<file path="src/rtl/maze_chase_engine_if.sv">
// Bus between the maze-chase game engine and its user: direction/start
// requests in, registered positions, lives, phase and tick out.
interface maze_chase_engine_if #(
    parameter int NUM_GHOSTS = 2
);
    logic                      btn_u;
    logic                      btn_d;
    logic                      btn_l;
    logic                      btn_r;
    logic                      btn_start;
    logic [9:0]                player_x;
    logic [8:0]                player_y;
    logic [10*NUM_GHOSTS-1:0]  ghost_x;
    logic [9*NUM_GHOSTS-1:0]   ghost_y;
    logic [2:0]                lives;
    logic [1:0]                phase;
    logic                      tick;

    modport master (
        output btn_u, btn_d, btn_l, btn_r, btn_start,
        input  player_x, player_y, ghost_x, ghost_y, lives, phase, tick
    );

    modport slave (
        input  btn_u, btn_d, btn_l, btn_r, btn_start,
        output player_x, player_y, ghost_x, ghost_y, lives, phase, tick
    );
endinterface

</file>
<file path="src/rtl/maze_chase_engine.sv">
// Maze-chase game state: movement tick, player and ghost positions,
// collision, lives and the IDLE/PLAY/DYING/OVER phase machine.
module maze_chase_engine #(
    parameter int          NUM_GHOSTS  = 2,
    parameter int          TICK_DIV    = 5000000,
    parameter int          STEP        = 10,
    parameter int          X_MIN       = 50,
    parameter int          X_MAX       = 390,
    parameter int          Y_MIN       = 50,
    parameter int          Y_MAX       = 390,
    parameter int          P_X0        = 50,
    parameter int          P_Y0        = 50,
    parameter int          G_X0        = 300,
    parameter int          G_Y0        = 300,
    parameter logic [15:0] G_MODE      = 16'h0000,
    parameter int          LIVES       = 3,
    parameter int          DEATH_TICKS = 8
) (
    input logic clk,
    input logic rst,
    maze_chase_engine_if.slave bus
);
    localparam int CW = $clog2(TICK_DIV);
    localparam int DW = (DEATH_TICKS > 1) ? $clog2(DEATH_TICKS) : 1;
    localparam logic [CW-1:0] CNT_LAST = CW'(TICK_DIV - 1);
    localparam logic [DW-1:0] D_LAST = DW'(DEATH_TICKS - 1);
    localparam logic [10:0] S11 = 11'(STEP);
    localparam logic [10:0] XLO = 11'(X_MIN);
    localparam logic [10:0] XHI = 11'(X_MAX);
    localparam logic [10:0] YLO = 11'(Y_MIN);
    localparam logic [10:0] YHI = 11'(Y_MAX);

    typedef enum logic [1:0] {
        IDLE  = 2'd0,
        PLAY  = 2'd1,
        DYING = 2'd2,
        OVER  = 2'd3
    } phase_t;

    phase_t          phase_q, phase_n;
    logic [CW-1:0]   cnt_q, cnt_n;
    logic            tick_q;
    logic [DW-1:0]   dcnt_q;
    logic [2:0]      lives_q;
    logic [9:0]      px_q, px_n;
    logic [8:0]      py_q, py_n;
    logic [9:0]      gx_q [NUM_GHOSTS];
    logic [9:0]      gx_n [NUM_GHOSTS];
    logic [8:0]      gy_q [NUM_GHOSTS];
    logic [8:0]      gy_n [NUM_GHOSTS];
    logic [10:0]     sx   [NUM_GHOSTS];
    logic [10:0]     sy   [NUM_GHOSTS];
    logic [NUM_GHOSTS-1:0] tog_q, use_x, use_y;
    logic [10:0]     px11, py11;
    logic            hit;
    logic            move_en, restore, reload, lose, d_clr, d_inc;

    // One step toward target on an axis, dropped if it would leave [lo,hi].
    function automatic logic [10:0] step_to(input logic [10:0] p,
                                            input logic [10:0] t,
                                            input logic [10:0] lo,
                                            input logic [10:0] hi);
        step_to = p;
        if (t > p) begin
            if (p + S11 <= hi) step_to = p + S11;
        end else if (t < p) begin
            if (p >= lo + S11) step_to = p - S11;
        end
    endfunction

    assign cnt_n = (cnt_q == CNT_LAST) ? '0 : cnt_q + 1'b1;

    always_ff @(posedge clk) begin
        if (rst) begin
            cnt_q  <= '0;
            tick_q <= 1'b0;
        end else begin
            cnt_q  <= cnt_n;
            tick_q <= (cnt_n == CNT_LAST);
        end
    end

    assign px11 = {1'b0, px_q};
    assign py11 = {2'b00, py_q};

    always_comb begin
        px_n = px_q;
        py_n = py_q;
        if (bus.btn_u) begin
            if (py11 >= YLO + S11) py_n = py_q - 9'(STEP);
        end else if (bus.btn_d) begin
            if (py11 + S11 <= YHI) py_n = py_q + 9'(STEP);
        end else if (bus.btn_l) begin
            if (px11 >= XLO + S11) px_n = px_q - 10'(STEP);
        end else if (bus.btn_r) begin
            if (px11 + S11 <= XHI) px_n = px_q + 10'(STEP);
        end
    end

    always_comb begin
        hit   = 1'b0;
        use_x = '0;
        use_y = '0;
        for (int k = 0; k < NUM_GHOSTS; k++) begin
            gx_n[k] = gx_q[k];
            gy_n[k] = gy_q[k];
            if (gx_q[k] == px_q && gy_q[k] == py_q) hit = 1'b1;
            case (G_MODE[2*k +: 2])
                2'd0:    use_x[k] = ~tog_q[k];
                2'd1:    use_x[k] = (gx_q[k] != px_q);
                2'd2:    use_x[k] = (gy_q[k] == py_q);
                default: use_x[k] = 1'b0;
            endcase
            use_y[k] = (G_MODE[2*k +: 2] != 2'd3) && !use_x[k];
            sx[k] = step_to({1'b0, gx_q[k]}, px11, XLO, XHI);
            sy[k] = step_to({2'b00, gy_q[k]}, py11, YLO, YHI);
            if (use_x[k]) gx_n[k] = sx[k][9:0];
            if (use_y[k]) gy_n[k] = sy[k][8:0];
        end
    end

    always_ff @(posedge clk) begin
        if (rst) phase_q <= IDLE;
        else     phase_q <= phase_n;
    end

    always_comb begin
        phase_n = phase_q;
        move_en = 1'b0;
        restore = 1'b0;
        reload  = 1'b0;
        lose    = 1'b0;
        d_clr   = 1'b0;
        d_inc   = 1'b0;
        unique case (phase_q)
            IDLE: begin
                if (bus.btn_start) phase_n = PLAY;
            end
            PLAY: begin
                if (tick_q) begin
                    if (hit) begin
                        lose    = 1'b1;
                        d_clr   = 1'b1;
                        phase_n = (lives_q <= 3'd1) ? OVER : DYING;
                    end else begin
                        move_en = 1'b1;
                    end
                end
            end
            DYING: begin
                if (tick_q) begin
                    if (dcnt_q == D_LAST) begin
                        restore = 1'b1;
                        phase_n = PLAY;
                    end else begin
                        d_inc = 1'b1;
                    end
                end
            end
            OVER: begin
                if (bus.btn_start) begin
                    restore = 1'b1;
                    reload  = 1'b1;
                    phase_n = IDLE;
                end
            end
        endcase
    end

    always_ff @(posedge clk) begin
        if (rst || reload)   lives_q <= 3'(LIVES);
        else if (lose)       lives_q <= lives_q - {2'b00, lives_q != 3'd0};
        if (rst || d_clr)    dcnt_q <= '0;
        else if (d_inc)      dcnt_q <= dcnt_q + 1'b1;
    end

    // Player and ghosts always read the pre-move positions of each other.
    always_ff @(posedge clk) begin
        if (rst || restore) begin
            px_q  <= 10'(P_X0);
            py_q  <= 9'(P_Y0);
            tog_q <= '0;
            for (int k = 0; k < NUM_GHOSTS; k++) begin
                gx_q[k] <= 10'(G_X0 + 20 * k);
                gy_q[k] <= 9'(G_Y0);
            end
        end else if (move_en) begin
            px_q  <= px_n;
            py_q  <= py_n;
            tog_q <= ~tog_q;
            for (int k = 0; k < NUM_GHOSTS; k++) begin
                gx_q[k] <= gx_n[k];
                gy_q[k] <= gy_n[k];
            end
        end
    end

    assign bus.player_x = px_q;
    assign bus.player_y = py_q;
    assign bus.lives    = lives_q;
    assign bus.phase    = phase_q;
    assign bus.tick     = tick_q;

    for (genvar g = 0; g < NUM_GHOSTS; g++) begin : g_out
        assign bus.ghost_x[10*g +: 10] = gx_q[g];
        assign bus.ghost_y[9*g +: 9]   = gy_q[g];
    end
endmodule

</file>
<file path="src/flat_wrapper.sv">
// flat-port wrapper written by rule: the top's interface ports become plain ports
module maze_chase_engine_flat 
#(
    parameter int          NUM_GHOSTS  = 2,
    parameter int          TICK_DIV    = 5000000,
    parameter int          STEP        = 10,
    parameter int          X_MIN       = 50,
    parameter int          X_MAX       = 390,
    parameter int          Y_MIN       = 50,
    parameter int          Y_MAX       = 390,
    parameter int          P_X0        = 50,
    parameter int          P_Y0        = 50,
    parameter int          G_X0        = 300,
    parameter int          G_Y0        = 300,
    parameter logic [15:0] G_MODE      = 16'h0000,
    parameter int          LIVES       = 3,
    parameter int          DEATH_TICKS = 8
)
  (clk, rst, bus_btn_u, bus_btn_d, bus_btn_l, bus_btn_r, bus_btn_start, bus_player_x, bus_player_y, bus_ghost_x, bus_ghost_y, bus_lives, bus_phase, bus_tick);
  maze_chase_engine_if #(.NUM_GHOSTS(NUM_GHOSTS)) bus_i ();
  input logic clk;
  input logic rst;
  input wire logic [$bits(bus_i.btn_u)-1:0] bus_btn_u;
  input wire logic [$bits(bus_i.btn_d)-1:0] bus_btn_d;
  input wire logic [$bits(bus_i.btn_l)-1:0] bus_btn_l;
  input wire logic [$bits(bus_i.btn_r)-1:0] bus_btn_r;
  input wire logic [$bits(bus_i.btn_start)-1:0] bus_btn_start;
  output wire logic [$bits(bus_i.player_x)-1:0] bus_player_x;
  output wire logic [$bits(bus_i.player_y)-1:0] bus_player_y;
  output wire logic [$bits(bus_i.ghost_x)-1:0] bus_ghost_x;
  output wire logic [$bits(bus_i.ghost_y)-1:0] bus_ghost_y;
  output wire logic [$bits(bus_i.lives)-1:0] bus_lives;
  output wire logic [$bits(bus_i.phase)-1:0] bus_phase;
  output wire logic [$bits(bus_i.tick)-1:0] bus_tick;
  assign bus_i.btn_u = bus_btn_u;
  assign bus_i.btn_d = bus_btn_d;
  assign bus_i.btn_l = bus_btn_l;
  assign bus_i.btn_r = bus_btn_r;
  assign bus_i.btn_start = bus_btn_start;
  assign bus_player_x = bus_i.player_x;
  assign bus_player_y = bus_i.player_y;
  assign bus_ghost_x = bus_i.ghost_x;
  assign bus_ghost_y = bus_i.ghost_y;
  assign bus_lives = bus_i.lives;
  assign bus_phase = bus_i.phase;
  assign bus_tick = bus_i.tick;
  maze_chase_engine #(.NUM_GHOSTS(NUM_GHOSTS), .TICK_DIV(TICK_DIV), .STEP(STEP), .X_MIN(X_MIN), .X_MAX(X_MAX), .Y_MIN(Y_MIN), .Y_MAX(Y_MAX), .P_X0(P_X0), .P_Y0(P_Y0), .G_X0(G_X0), .G_Y0(G_Y0), .G_MODE(G_MODE), .LIVES(LIVES), .DEATH_TICKS(DEATH_TICKS)) u_core (.clk(clk), .rst(rst), .bus(bus_i));
endmodule
</file>
<file path="config.mk">
export PLATFORM = sky130hd
export DESIGN_NAME = maze_chase_engine_flat
export DESIGN_NICKNAME = d
export VERILOG_FILES = /design/src/rtl/maze_chase_engine_if.sv /design/src/rtl/maze_chase_engine.sv /design/src/flat_wrapper.sv
export SDC_FILE = /design/constraint.sdc
export NUM_CORES = 1
export LEC_CHECK = 0
export BUFFER_PORTS_ARGS = -buffer_cell sky130_fd_sc_hd__buf_2
export CAP_MARGIN = 20
export CORE_MARGIN = 2
export CORE_UTILIZATION = 60
export DETAILED_ROUTE_END_ITERATION = 8
export PLACE_DENSITY = 0.81
export SLEW_MARGIN = 0
export SYNTH_ARGS = -nofsm -noshare
export SYNTH_HDL_FRONTEND = slang
export SYNTH_SLANG_ARGS = --single-unit
</file>
<file path="constraint.sdc">
create_clock -name clk -period 4.72 [get_ports clk]
set_input_delay 0.944 -clock clk [delete_from_list [all_inputs] [get_ports clk]]
set_output_delay 0.944 -clock clk [all_outputs]
set_load 0.01 [all_outputs]
</file>
==> results of run 1 <==
## cell type report
| class | count | area, sq um |
|---|---|---|
| Fill cell | 915 | 3590 |
| Tap cell | 140 | 175 |
| Clock inverter | 6 | 47.5 |
| Inverter | 52 | 195 |
| Multi-Input combinational cell | 623 | 4340 |
| Sequential cell | 85 | 2040 |
| Timing Repair Buffer | 67 | 349 |
| Clock buffer | 10 | 149 |
## Yosys cell counts (20+ instances only)
library cell and count:
a21oi_1 35, dfxtp_1 51, edfxtp_1 34, ha_1 64, inv_1 50, mux2i_1 38
nand2_1 69, nand3_1 24, nor2_1 112, o21ai_0 30, xnor2_1 49, xor2_1 20
## power groups by stage
stage	clock network (mW)	logic [mW]	registers (mW)
2_1_floorplan	0	0.0991	0.798
3_3_place_gp	0	0.123	0.802
3_5_place_dp	0	0.126	0.802
4_1_cts	0.536	0.127	0.785
5_1_grt	0.564	0.143	0.788
6_report	0.522	0.128	0.785
## sequential cells by signal, indices dropped and copies added, names as in the netlist
name,flops
u_core.cnt_q,23
u_core.gx_q,18
u_core.gy_q,16
u_core.bus.player_x,9
u_core.bus.player_y,8
u_core.bus.lives,3
u_core.dcnt_q,3
u_core.bus.phase,2
u_core.tog_q,2
u_core.bus.tick,1
## per-layer routing
layer,vias to the layer above,global-route usage
met4,0,0.104
met1,2799,0.370
met3,38,0.0409
li1,2902,-
met5,-,0
met2,235,0.459
## kinds of logic after synthesis
family	Yosys count
flops	85
simple gates	304
mux	38
buf+inv	84
xor+xnor	69
other cells	1
fa+ha+maj	66
compound gates	140
## worst min path at each step
stage                               startpoint                         end  slack [ps]  cells past startpoint
floorplan           u_core.cnt_q[0]$_SDFF_PP0_  u_core.cnt_q[0]$_SDFF_PP0_         450                      1
global placement    u_core.cnt_q[0]$_SDFF_PP0_  u_core.cnt_q[0]$_SDFF_PP0_         460                      1
detailed placement  u_core.cnt_q[0]$_SDFF_PP0_  u_core.cnt_q[0]$_SDFF_PP0_         470                      1
CTS                 u_core.cnt_q[0]$_SDFF_PP0_  u_core.cnt_q[0]$_SDFF_PP0_         490                      1
global route        u_core.cnt_q[0]$_SDFF_PP0_  u_core.cnt_q[0]$_SDFF_PP0_         560                      1
finish              u_core.cnt_q[0]$_SDFF_PP0_  u_core.cnt_q[0]$_SDFF_PP0_         490                      1
## critical path: stages (launching register included)
cell      delay [ps]
edfxtp_1         520
inv_1            180
ha_1             350
nand4_1          120
nor2_1           120
a221oi_4         500
nor4b_2          960
inv_2             90
or3_1            380
a21oi_1          140
## metrics by stage
stage	hold WS (ps)	util	total power, mW	setup slack, ps	cell area [sq um]
2_1_floorplan	446	-	0.898	1360	6740
4_1_cts	493	0.671	1.45	1340	7300
5_1_grt	555	0.671	1.49	1120	7300
6_report	487	0.671	1.44	1290	7300
3_5_place_dp	468	0.653	0.929	1360	7110
3_3_place_gp	465	0.652	0.924	1250	7090
==> results.tsv, run 1 <==
metric	value	unit
post-route ant nets	0	
class of the most critical setup path	reg -> reg	
Internal Dissipation	1.05	mW
Routed met1 length	7080	um
maximum ir drop on the vdd rail	0.159	mV
R2R Path End	u_core.bus.player_y[8]$_SDFFE_PP0P_	
clock tree from TritonCTS	yes	
critical path capture point type	flip-flop	
share of cell area taken by muxes after synthesis	0.0566	
# setup viols final	0	
count of final hold-check violations	0	
leading cell type in the layout, fill and taps excluded	nor2_1	
via count of the routed design	5974	
arrival time of data at the critical path endpoint	3730	ps
leading cell types by total area after synthesis	dfxtp_1 (15%), edfxtp_1 (15%), ha_1 (12%)	
die span in y	110	um
Port Buffer Count	63	
effective utilization at floorplan	0.617	
area fraction in compound gates after synthesis	0.139	
Net count, final	911	
buffer type at the clock tree root	clkbuf_8	
synthesized area per cell	8.54	sq um
library cells used by synthesis	75	
final WL	16300	um
standard-cell rows	38	
part of the cycle the worst path needs	0.726	
Via-to-Cell Ratio	6.08	
relative area change from synthesis to final layout	8.66	%
metal2 WL	7720	um
beginning of the worst register-to-register path	u_core.gy_q[0][12]$_SDFFCE_PP1P_	
simple-gate portion of the synthesized area	0.231	
Critical path destination	u_core.bus.player_y[8]$_SDFFE_PP0P_	
number of instances resized during post-cts repair	0	
shortest clock period the worst path allows after layout	3430	ps
Final Slew Violations	0	
maximum fanout along the worst path	11	
Leakage Power	3.03	nW
Post-Syn Instances	787	
PD cells	197	nW/um^2
total length of routed met3 wires	1140	um
number of flops mapped to enable cells by yosys	34	
final antenna diode count	0	
buffer levels on the longest clock path	2	
number of top-level pins	70	
most area-hungry cell type in the Yosys netlist	dfxtp_1	
headroom to the max-slew limit	0.268	
CTS sink count	85	
final routed DRC violation total	0	
via count of the first global-routing pass	5568	
final weighted congestion of routability-driven global placement	0.937	
initial antenna violation count	1	
post-synthesis sequential area ratio	0.304	
clock input transition at the sequential cells of the worst setup and hold paths	100	ps
final cell count without fillers	983	
average detailed-routed wire length per instance	16.6	um
class of the tightest hold or removal check	reg -> reg	
pin count of the biggest net entering global routing	21	
kind of launch point of the worst setup path	flip-flop	
Post-CTS Repair Setup Buffers	0	
global routing usage summed across all routing layers	0.279	
area share of the leading cell type in the synthesized netlist	0.152	
most frequent cells in the layout	nor2_1 (112), nand2_1 (69), ha_1 (64)	
count of cells along the worst register-to-register path	9	
setup repair after global routing missed its margin	no	
switching part of the total	0.268	
Total Neg Setup Slack	0	ps
Syn. warnings	0	
measured slew at the worst slew-check pin	1100	ps
Total Die Area	12100	sq um
netlist area before placement	6720	sq um
largest family of logic cells by synthesized area	simple AND/OR/NAND/NOR gates	
# placed instances	967	
share of power burned in the clock network	0.364	
XOR/XNOR Fraction of Synth Area	0.0899	
wire length of the first global-routing pass	26600	um
upper clock frequency limit	292	MHz
clock latency of the later-clocked register in the worst-skew pair	380	ps
fraction of registers with async set/reset	0	
Worst R2R Setup Slack	1290	ps
Primary FF master, synth	dfxtp_1	
combinational share of power	0.089	
CTS buffer count	9	
CP startpoint	u_core.gy_q[0][12]$_SDFFCE_PP1P_	
horizontal die dimension	110	um
CTS hold repair buffers	0	
Placeable Area	10900	sq um
share of post-route cells with drive strength above 1	0.136	
status	finished, final reports clean	
topmost layer with routed signal wires	met4	
first-iteration detailed-routing DRC count	617	
estimated wirelength of the detail-placed design	12400	um
remaining global-route overflow	0	
sequential share of power	0.547	
post-synthesis sequential element count	85	
Pre-Repair DR Iteration Count	5	
CTS HTree Levels	3	
sw power	0.385	mW
number of maximum-capacitance constraint violations	0	
share of synthesized cell area in full adder, half adder and majority cells	0.125	
Worst Skew	14.7	ps
required time at the endpoint of the critical path	5030	ps
(Power assumes the default switching activity.)
==> run 2: changes to the inputs <==
==> constraint.sdc (replaced) <==
create_clock -name clk -period 3.3 [get_ports clk]
set_input_delay 0.66 -clock clk [delete_from_list [all_inputs] [get_ports clk]]
set_output_delay 0.66 -clock clk [all_outputs]
set_load 0.01 [all_outputs]
==> run 2 against run 1 <==
Via count is 1.2% higher; count of clock-buffer cells in the layout grew 1; sequential cell count unchanged; highest routed layer unchanged; first-iteration DRC count fell by 11%; sequential power rose by 43%; final cell count increased by 1.8%; non-clock buffer count grew 18; sequential share of layout area fell by 0.55 points; fmax rose by 16%.
==> results.tsv, run 2 (synthesized netlist as in run 1, its figures left out) <==
metric	value	unit
worst hold slack	494	ps
number of instances resized during post-cts repair	0	
number of maximum-capacitance constraint violations	0	
class of the most critical setup path	reg -> reg	
PD cells	281	nW/um^2
leading registers by flop count	u_core.cnt_q: 23 flops, u_core.gx_q: 18 flops, u_core.gy_q: 16 flops	
Total Die Area	12100	sq um
via count of the first global-routing pass	5695	
remaining global-route overflow	0	
average detailed-routed wire length per instance	16.6	um
status	finished, final reports clean	
relative area change from synthesis to final layout	10.8	%
initial antenna violation count	0	
wire length of the first global-routing pass	27000	um
CTS buffer count	9	
post-route cell area	7450	sq um
standard-cell rows	38	
area used by multi-input combinational logic	4340	sq um
critical path capture point type	flip-flop	
# setup viols final	0	
kind of launch point of the worst setup path	flip-flop	
Via-to-Cell Ratio	6.04	
Largest register FFs	23	
maximum fanout along the worst path	8	
CTS hold repair buffers	0	
Net count, final	929	
leading cell type in the layout, fill and taps excluded	nor2_1	
CTS HTree Levels	3	
final WL	16700	um
final antenna diode count	0	
global routing usage summed across all routing layers	0.282	
fillers	867	
clock tree from TritonCTS	yes	
Port Buffer Count	63	
upper clock frequency limit	338	MHz
maximum ir drop on the vdd rail	0.200	mV
area after detailed placement	7230	sq um
Placeable Area	10900	sq um
arrival time of data at the critical path endpoint	3100	ps
die span in y	110	um
pin count of the biggest net entering global routing	20	
most frequent cells in the layout	nor2_1 (112), nand2_1 (69), ha_1 (64)	
CTS sink count	85	
Post-CTS Repair Setup Buffers	0	
clock latency of the later-clocked register in the worst-skew pair	360	ps
Final Slew Violations	0	
part of the cycle the worst path needs	0.898	
headroom to the max-slew limit	0.470	
Total Neg Setup Slack	0	ps
class of the tightest hold or removal check	reg -> reg	
first-iteration detailed-routing DRC count	549	
required time at the endpoint of the critical path	3430	ps
final routed DRC violation total	0	
share of post-route cells with drive strength above 1	0.153	
effective utilization at floorplan	0.617	
register name with the most flops	u_core.cnt_q	
count of final hold-check violations	0	
via count of the routed design	6044	
number of top-level pins	70	
buffer levels on the longest clock path	2	
register cell area after layout	2040	sq um
final weighted congestion of routability-driven global placement	1.00	
post-route ant nets	0	
Pre-Repair DR Iteration Count	5	
buffer type at the clock tree root	clkbuf_8	
measured slew at the worst slew-check pin	784	ps
Worst Skew	9.47	ps
estimated wirelength of the detail-placed design	12800	um
horizontal die dimension	110	um
shortest clock period the worst path allows after layout	2960	ps
clock input transition at the sequential cells of the worst setup and hold paths	90	ps
Leakage Power	3.12	nW
setup repair after global routing missed its margin	no	
[run 2: cell count changes in the layout (fill, tap and decap cells not counted)]
cell       before  now
inv_6           3    0
clkinv_2        0    2
clkbuf_1        0    1
buf_6           1    0
buf_4           3   22
bufinv_16       0    1
inv_4           2    0
clkinv_4        1    2
[run 2: cell type report]
class	instances	share of cell area
tap	140	0.0235
clock buffer	11	0.0205
multi-input combinational	623	0.583
inverter	52	0.0262
timing repair buffer	85	0.0645
sequential	85	0.274
clock inverter	5	0.00773
[run 2: through the flow]
step | power [mW] | worst slack (ps) | instances | utilization
finish | 2.09 | 337 | 1001 | 0.684
global route | 2.18 | 176 | 1001 | 0.684
CTS | 2.11 | 328 | 1000 | 0.683
detailed placement | 1.33 | 348 | 984 | 0.664
global placement | 1.32 | 469 | 984 | 0.664
floorplan | 1.28 | 236 | 792 | -
[run 2: worst paths after layout]
check                                  start  cells after the start  slack, ps                         endpoint
max          u_core.gx_q[0][7]$_SDFFCE_PP0P_                      9        340  u_core.gx_q[0][3]$_SDFFCE_PP1P_
min               u_core.cnt_q[0]$_SDFF_PP0_                      1        490       u_core.cnt_q[0]$_SDFF_PP0_
max reg2reg  u_core.gx_q[0][7]$_SDFFCE_PP0P_                      9        340  u_core.gx_q[0][3]$_SDFFCE_PP1P_
min reg2reg       u_core.cnt_q[0]$_SDFF_PP0_                      1        490       u_core.cnt_q[0]$_SDFF_PP0_
[run 2: per-layer routing]
layer | up-vias | track usage | wire, um | part of all wire
met1 | 2858 | 0.343 | 6970 | 0.42
met5 | - | 0 | 0 | 0
met4 | 0 | 0.114 | 500 | 0.030
met3 | 38 | 0.0528 | 953 | 0.057
li1 | 2938 | - | - | -
met2 | 210 | 0.488 | 8240 | 0.49
[run 2: power by group]
group,total (mW),leakage (nW),switching [mW],internal [mW]
combinational,0.192,2.30,0.116,0.0763
clock,0.780,0.108,0.384,0.396
sequential,1.12,0.713,0.0213,1.10
[run 2: worst max-delay path, cell delays in order, from the launching register on]
cell      delay, ps
edfxtp_1        500
inv_1           130
ha_1            350
a2111o_1        420
o21ai_1         190
a21oi_2          90
or4b_1          530
a21oi_1         150
a31oi_1         120
buf_4           260
